## config.mk

```make
export PLATFORM = sky130hd
export DESIGN_NAME = lerp_flat
export DESIGN_NICKNAME = d
export VERILOG_FILES = /design/src/rtl/lerp_if.sv /design/src/rtl/lerp.sv /design/src/flat_wrapper.sv
export SDC_FILE = /design/constraint.sdc
export NUM_CORES = 1
export LEC_CHECK = 0
export CAP_MARGIN = 25
export CORE_UTILIZATION = 65
export CTS_BUF_LIST = sky130_fd_sc_hd__clkbuf_4
export CTS_CLUSTER_SIZE = 28
export DETAILED_ROUTE_END_ITERATION = 10
export HOLD_SLACK_MARGIN = 0.15
export PLACE_DENSITY = 0.9
export SLEW_MARGIN = 0
export SYNTH_ARGS = -nofsm -noshare
export SYNTH_HDL_FRONTEND = slang
export SYNTH_SLANG_ARGS = --single-unit
```

## constraint.sdc

```tcl
create_clock -name clock -period 16.1 [get_ports clock]
set_input_delay 1.61 -clock clock [delete_from_list [all_inputs] [get_ports clock]]
set_output_delay 1.61 -clock clock [all_outputs]
set_load 0.01 [all_outputs]
```

## src/rtl/lerp_if.sv

```systemverilog
// -----------------------------------------------------------------------------
// lerp_if -- sample/ratio bus of the pipelined linear interpolator.
//   master : drives in_valid, ina, inb, ratio; receives out, out_valid
//   slave  : the interpolator; consumes inputs, drives out, out_valid
// Ports carried:
//   in_valid  1                inputs valid this cycle
//   ina       INPUT_BITS       signed sample A (ratio = 0 endpoint)
//   inb       INPUT_BITS       signed sample B (ratio -> 1 endpoint)
//   ratio     RATIO_FRAC_BITS  unsigned weight of inb, value ratio/2**F
//   out       INPUT_BITS       signed interpolated sample
//   out_valid 1                out holds the result of an accepted input
// -----------------------------------------------------------------------------
interface lerp_if #(
  parameter int INPUT_BITS      = 16,
  parameter int RATIO_FRAC_BITS = 8
);
  logic                        in_valid;
  logic [INPUT_BITS-1:0]       ina;
  logic [INPUT_BITS-1:0]       inb;
  logic [RATIO_FRAC_BITS-1:0]  ratio;
  logic [INPUT_BITS-1:0]       out;
  logic                        out_valid;

  modport master (
    output in_valid, ina, inb, ratio,
    input  out, out_valid
  );

  modport slave (
    input  in_valid, ina, inb, ratio,
    output out, out_valid
  );
endinterface

```

## src/rtl/lerp.sv

```systemverilog
// -----------------------------------------------------------------------------
// lerp -- two-stage pipelined linear interpolator for wavetable oscillators.
//   out = ina + floor((inb - ina) * ratio / 2**RATIO_FRAC_BITS)
// One input accepted per clock, no stalls, latency two clocks.
// Ports:
//   clock  in   1   all state updates on posedge
//   reset  in   1   asynchronous, active-high; clears every pipeline register
//   bus    slave    in_valid/ina/inb/ratio in, out/out_valid out (registered)
// -----------------------------------------------------------------------------
module lerp #(
  parameter int INPUT_BITS      = 16,
  parameter int RATIO_FRAC_BITS = 8
) (
  input  logic    clock,
  input  logic    reset,
  lerp_if.slave   bus
);
  // Difference needs one extra bit so inb - ina never overflows.
  localparam int DW = INPUT_BITS + 1;
  // Ratio carries a zero sign bit so it can join a signed product.
  localparam int RW = RATIO_FRAC_BITS + 1;
  // Full product width of a DW x RW signed multiply.
  localparam int PW = INPUT_BITS + RATIO_FRAC_BITS + 2;

  // Stage 1 registers
  logic [INPUT_BITS-1:0] r_ina;
  logic [DW-1:0]         r_diff;
  logic [RW-1:0]         r_ratio;
  logic                  r_v1;
  // Stage 2 registers
  logic [INPUT_BITS-1:0] r_out;
  logic                  r_v2;

  logic [DW-1:0] w_diff;
  logic [PW-1:0] w_diff_x;
  logic [PW-1:0] w_ratio_x;
  logic [PW-1:0] w_prod;
  logic [DW-1:0] w_step;
  logic [DW-1:0] w_sum;
  logic          w_unused;

  // Sign-extend both samples before subtracting so the difference is exact.
  assign w_diff = {bus.inb[INPUT_BITS-1], bus.inb} - {bus.ina[INPUT_BITS-1], bus.ina};

  // Operands widened to the product width; the modular product of the
  // two's-complement encodings equals the true signed product, which fits.
  assign w_diff_x  = {{(PW-DW){r_diff[DW-1]}}, r_diff};
  assign w_ratio_x = {{(PW-RW){1'b0}}, r_ratio};
  assign w_prod    = w_diff_x * w_ratio_x;

  // Taking bits above the fraction is an arithmetic shift right, i.e. floor
  // rounding. |prod >>> F| <= |diff|, so DW bits hold it without loss.
  assign w_step = w_prod[RATIO_FRAC_BITS +: DW];

  // Result lies between ina and inb, so the top bit of the DW-bit sum is a
  // pure sign copy and dropping it is lossless.
  assign w_sum = {r_ina[INPUT_BITS-1], r_ina} + w_step;

  // Bits that are mathematically redundant by construction.
  assign w_unused = ^{w_prod[PW-1], w_prod[RATIO_FRAC_BITS-1:0], w_sum[DW-1]};

  // Stage 1: capture ina, the exact difference, zero-extended ratio and valid.
  always_ff @(posedge clock or posedge reset) begin
    if (reset) begin
      r_ina   <= '0;
      r_diff  <= '0;
      r_ratio <= '0;
      r_v1    <= 1'b0;
    end else begin
      r_ina   <= bus.ina;
      r_diff  <= w_diff;
      r_ratio <= {1'b0, bus.ratio};
      r_v1    <= bus.in_valid;
    end
  end

  // Stage 2: register the interpolated sample and the delayed valid.
  always_ff @(posedge clock or posedge reset) begin
    if (reset) begin
      r_out <= '0;
      r_v2  <= 1'b0;
    end else begin
      r_out <= w_sum[INPUT_BITS-1:0];
      r_v2  <= r_v1;
    end
  end

  assign bus.out       = r_out;
  assign bus.out_valid = r_v2;
endmodule

```

## src/flat_wrapper.sv

```systemverilog
// flat-port wrapper written by rule: the top's interface ports become plain ports
module lerp_flat 
#(
  parameter int INPUT_BITS      = 16,
  parameter int RATIO_FRAC_BITS = 8
)
  (clock, reset, bus_in_valid, bus_ina, bus_inb, bus_ratio, bus_out, bus_out_valid);
  lerp_if #(.INPUT_BITS(INPUT_BITS), .RATIO_FRAC_BITS(RATIO_FRAC_BITS)) bus_i ();
  input  logic clock;
  input  logic reset;
  input wire logic [$bits(bus_i.in_valid)-1:0] bus_in_valid;
  input wire logic [$bits(bus_i.ina)-1:0] bus_ina;
  input wire logic [$bits(bus_i.inb)-1:0] bus_inb;
  input wire logic [$bits(bus_i.ratio)-1:0] bus_ratio;
  output wire logic [$bits(bus_i.out)-1:0] bus_out;
  output wire logic [$bits(bus_i.out_valid)-1:0] bus_out_valid;
  assign bus_i.in_valid = bus_in_valid;
  assign bus_i.ina = bus_ina;
  assign bus_i.inb = bus_inb;
  assign bus_i.ratio = bus_ratio;
  assign bus_out = bus_i.out;
  assign bus_out_valid = bus_i.out_valid;
  lerp #(.INPUT_BITS(INPUT_BITS), .RATIO_FRAC_BITS(RATIO_FRAC_BITS)) u_core (.clock(clock), .reset(reset), .bus(bus_i));
endmodule
```

==> reports/qor.csv <==
metric,value,unit
outcome,"complete, no violations",
ys_ff_latch,59,
routed_wl,15600,µm
fp-row-count,37,
synthAdderAreaFrac,42.21,%
synth.avg_cell_area,9.502,µm²
crit_type,reg -> reg,
core,10460,µm²
crit_family,adder cells,
grt_pass1_vias,5914,
grt_overflow_total,0,
synthesis.area,7127,µm²
synthMuxAreaShare,0,%
critPathCaptureType,flip-flop,
drtPass1Iterations,5,
slowest_stage,dfrtp_1,
drt_iter0_drc,286,
ys.flop_type,dfrtp_1,
hold_path_startpoint,u_core.r_v1,
seq_area_frac_synth,20.72,%
whs_path_depth,0,
cts_buffers,9,
grt_pass1_wl,27570,µm
worstPathMaxFanout,17,
die_x,106.7,µm
synth_top_family_by_area,adder cells,
grt_util_all_layers,31.71,%
finalWorstSetupSlack,9271,ps
rsz0062_at_grt,no,
drive_gt1_share,3.186,%
post-place-ws,9392,ps
synth_compound_area_share,7.005,%
clk-insertion-delay-late,440,ps
start_kind,flip-flop,
viasPerCell,5.505,
arrival,7140,ps
holdPathEnd,u_core.bus.out_valid,
fin_area,7969,µm²
syn_inst,750,
ant_nets,0,
h-tree-depth,3,
diodes,0,
setup_tns,0,ps
max_freq,146.4,MHz
vias,5241,
drc_errors,0,
antenna_found_initial,0,
critPathRequiredTime,16410,ps
ys_types,41,
path_depth,24,
io_buffer_count,59,
cts.repair.resized,0,
globalplace.congestion,0.9427,
r2r-end,u_core.bus.out[15],
holdCritPathClass,reg -> reg,
routedWlPerCell,16.38,µm
path_common_cell,fa_1,
synth_edf_count,0,
floorplan.initialDensity,68.12,%
finalMaxSlewViolations,0,
syn_to_final_growth,11.82,%
pin_count,60,
syn_nets,971,
place_area,7856,µm²
yosys_warnings,0,
yosys.area_share.xor_xnor,5.530,%
cts_hold_buf,0,
dieArea,11390,µm²
cts_root_buffer,clkbuf_4,
reg2reg_slack,9270,ps
synth_simple_gate_area_share,15.57,%
slew_headroom,59.36,%
path_clk_slew,100,ps
post-route-period-util,42.42,%
reg2reg_depth,24,
post_cts_buffers,0,
dp_hpwl,12750,µm
maxCapViolations,0,
worstPathCellList,and2_1 > fa_1 > fa_1 > fa_1 > inv_1 > fa_1 > inv_1 > ha_1 > and3_1 > nand3_1 > a31o_2 > a21boi_0 > o21ai_0 > nand2b_1 > a21oi_1 > xnor2_1 > ha_1 > and2_2 > a31oi_1 > o21ai_0 > o41ai_1 > o21a_1 > o21ai_0 > xor2_1,
worst_pin_slew,601.7,ps
cts_tree,yes,
slowest_delay,610,ps
setup_viol,0,
crit_buf_inv,2,
die_h,106.7,µm
grt_max_degree,34,
nets,1032,
hold_violations,0,
period_needed,6829,ps
clock_sinks,59,
clock_skew,15.96,ps
rr_startpoint,u_core.r_ratio[5],
synthArstFlopShare,100.0,%
cts_buffer_depth,2,
## cells in the final DEF (no fill, tap or decap), types with 2 or more instances in the layout
cell type | synthesis | routed
inv_1 | 160 | 159
fa_1 | 104 | 104
and2_1 | 76 | 76
nand2_1 | 75 | 75
ha_1 | 74 | 74
clkdlybuf4s50_1 | 0 | 59
dfrtp_1 | 59 | 59
xnor2_1 | 35 | 35
nor2_1 | 27 | 27
a21oi_1 | 24 | 24
o21ai_0 | 16 | 16
clkbuf_4 | 0 | 13
xor2_1 | 10 | 10
nand3_1 | 9 | 9
a21o_1 | 8 | 8
nor3_1 | 7 | 7
or3_1 | 5 | 5
o21a_1 | 5 | 5
a211oi_1 | 5 | 5
nand2b_1 | 4 | 4
and3_1 | 4 | 4
nor2b_1 | 4 | 4
nand4_1 | 3 | 3
o31ai_1 | 3 | 3
clkinv_2 | 0 | 3
a21boi_0 | 2 | 2
or2_2 | 2 | 2
o211ai_1 | 2 | 2
o21bai_1 | 2 | 2
a31oi_1 | 2 | 2
a21oi_2 | 2 | 2
## synth_stat cells, types with 2 or more instances
master,count,area (µm²)
a21boi_0,2,15.01
o21a_1,5,37.54
dfrtp_1,59,1476
ha_1,74,925.9
nand3_1,9,45.04
or3_1,5,31.28
clkbuf_1,9,33.78
nor3_1,7,35.03
a21oi_1,24,120.1
xnor2_1,35,306.5
o21ai_0,16,80.08
fa_1,104,2082
nand2b_1,4,25.02
o211ai_1,2,15.01
or2_2,2,12.51
xor2_1,10,87.58
a31oi_1,2,12.51
o21bai_1,2,15.01
inv_1,160,600.6
o31ai_1,3,22.52
nand2_1,75,281.5
a211oi_1,5,37.54
and3_1,4,25.02
nand4_1,3,18.77
nor2b_1,4,25.02
and2_1,76,475.5
a21oi_2,2,17.52
nor2_1,27,101.4
a21o_1,8,60.06
## metal layers
layer	share of wire (%)	vias to the layer above	wire [µm]	track usage, %
li1	-	2434	-	-
met1	40	2611	6281	39.60
met2	52	153	8100	54.56
met3	5.0	43	780	6.261
met4	2.8	0	435	12.13
met5	0	-	0	0
## how the worst max path moves through the flow
| stage | start | end | slack [ps] |
|---|---|---|---|
| 2_1_floorplan | u_core.r_ratio[2] | u_core.bus.out[14] | 10020 |
| 3_3_place_gp | u_core.r_ratio[4] | u_core.bus.out[15] | 9710 |
| 3_5_place_dp | u_core.r_ratio[5] | u_core.bus.out[15] | 9390 |
| 4_1_cts | u_core.r_ratio[5] | u_core.bus.out[15] | 9350 |
| 5_1_grt | u_core.r_ratio[4] | u_core.bus.out[15] | 8830 |
| 6_report | u_core.r_ratio[5] | u_core.bus.out[15] | 9270 |
## state kept, by name (all words and copies together), names as in the netlist
name / count
u_core.r_ina: 16
u_core.r_diff: 17
u_core.r_v1: 1
u_core.bus.out_valid: 1
u_core.r_ratio: 8
u_core.bus.out: 16
## through the flow
stage	instances	utilization [%]	hold WS, ps
3_3_place_gp	936	75.09	332.4
2_1_floorplan	750	-	331.2
4_1_cts	952	76.17	397.5
6_report	952	76.17	391.7
3_5_place_dp	936	75.09	375.9
5_1_grt	952	76.17	405.8
## logic make-up after synthesis
family,Yosys count
XOR/XNOR,45
AND/OR/NAND/NOR,220
adder cells (fa/ha/maj),178
buffers and inverters,170
flip-flops,59
AO/OA/AOI/OAI,78
## area by class of cell
class | count | area, µm²
flip-flops and latches | 59 | 1476
clock buffers | 13 | 97.59
fillers | 684 | 2494
clock inverters | 3 | 15.01
inverters | 160 | 600.6
repair buffers | 60 | 598.1
multi-input cells | 521 | 5011
well taps | 136 | 170.2
Power is not shown: default switching activity piles up to over one toggle a cycle in this logic, so the estimate is an artifact.
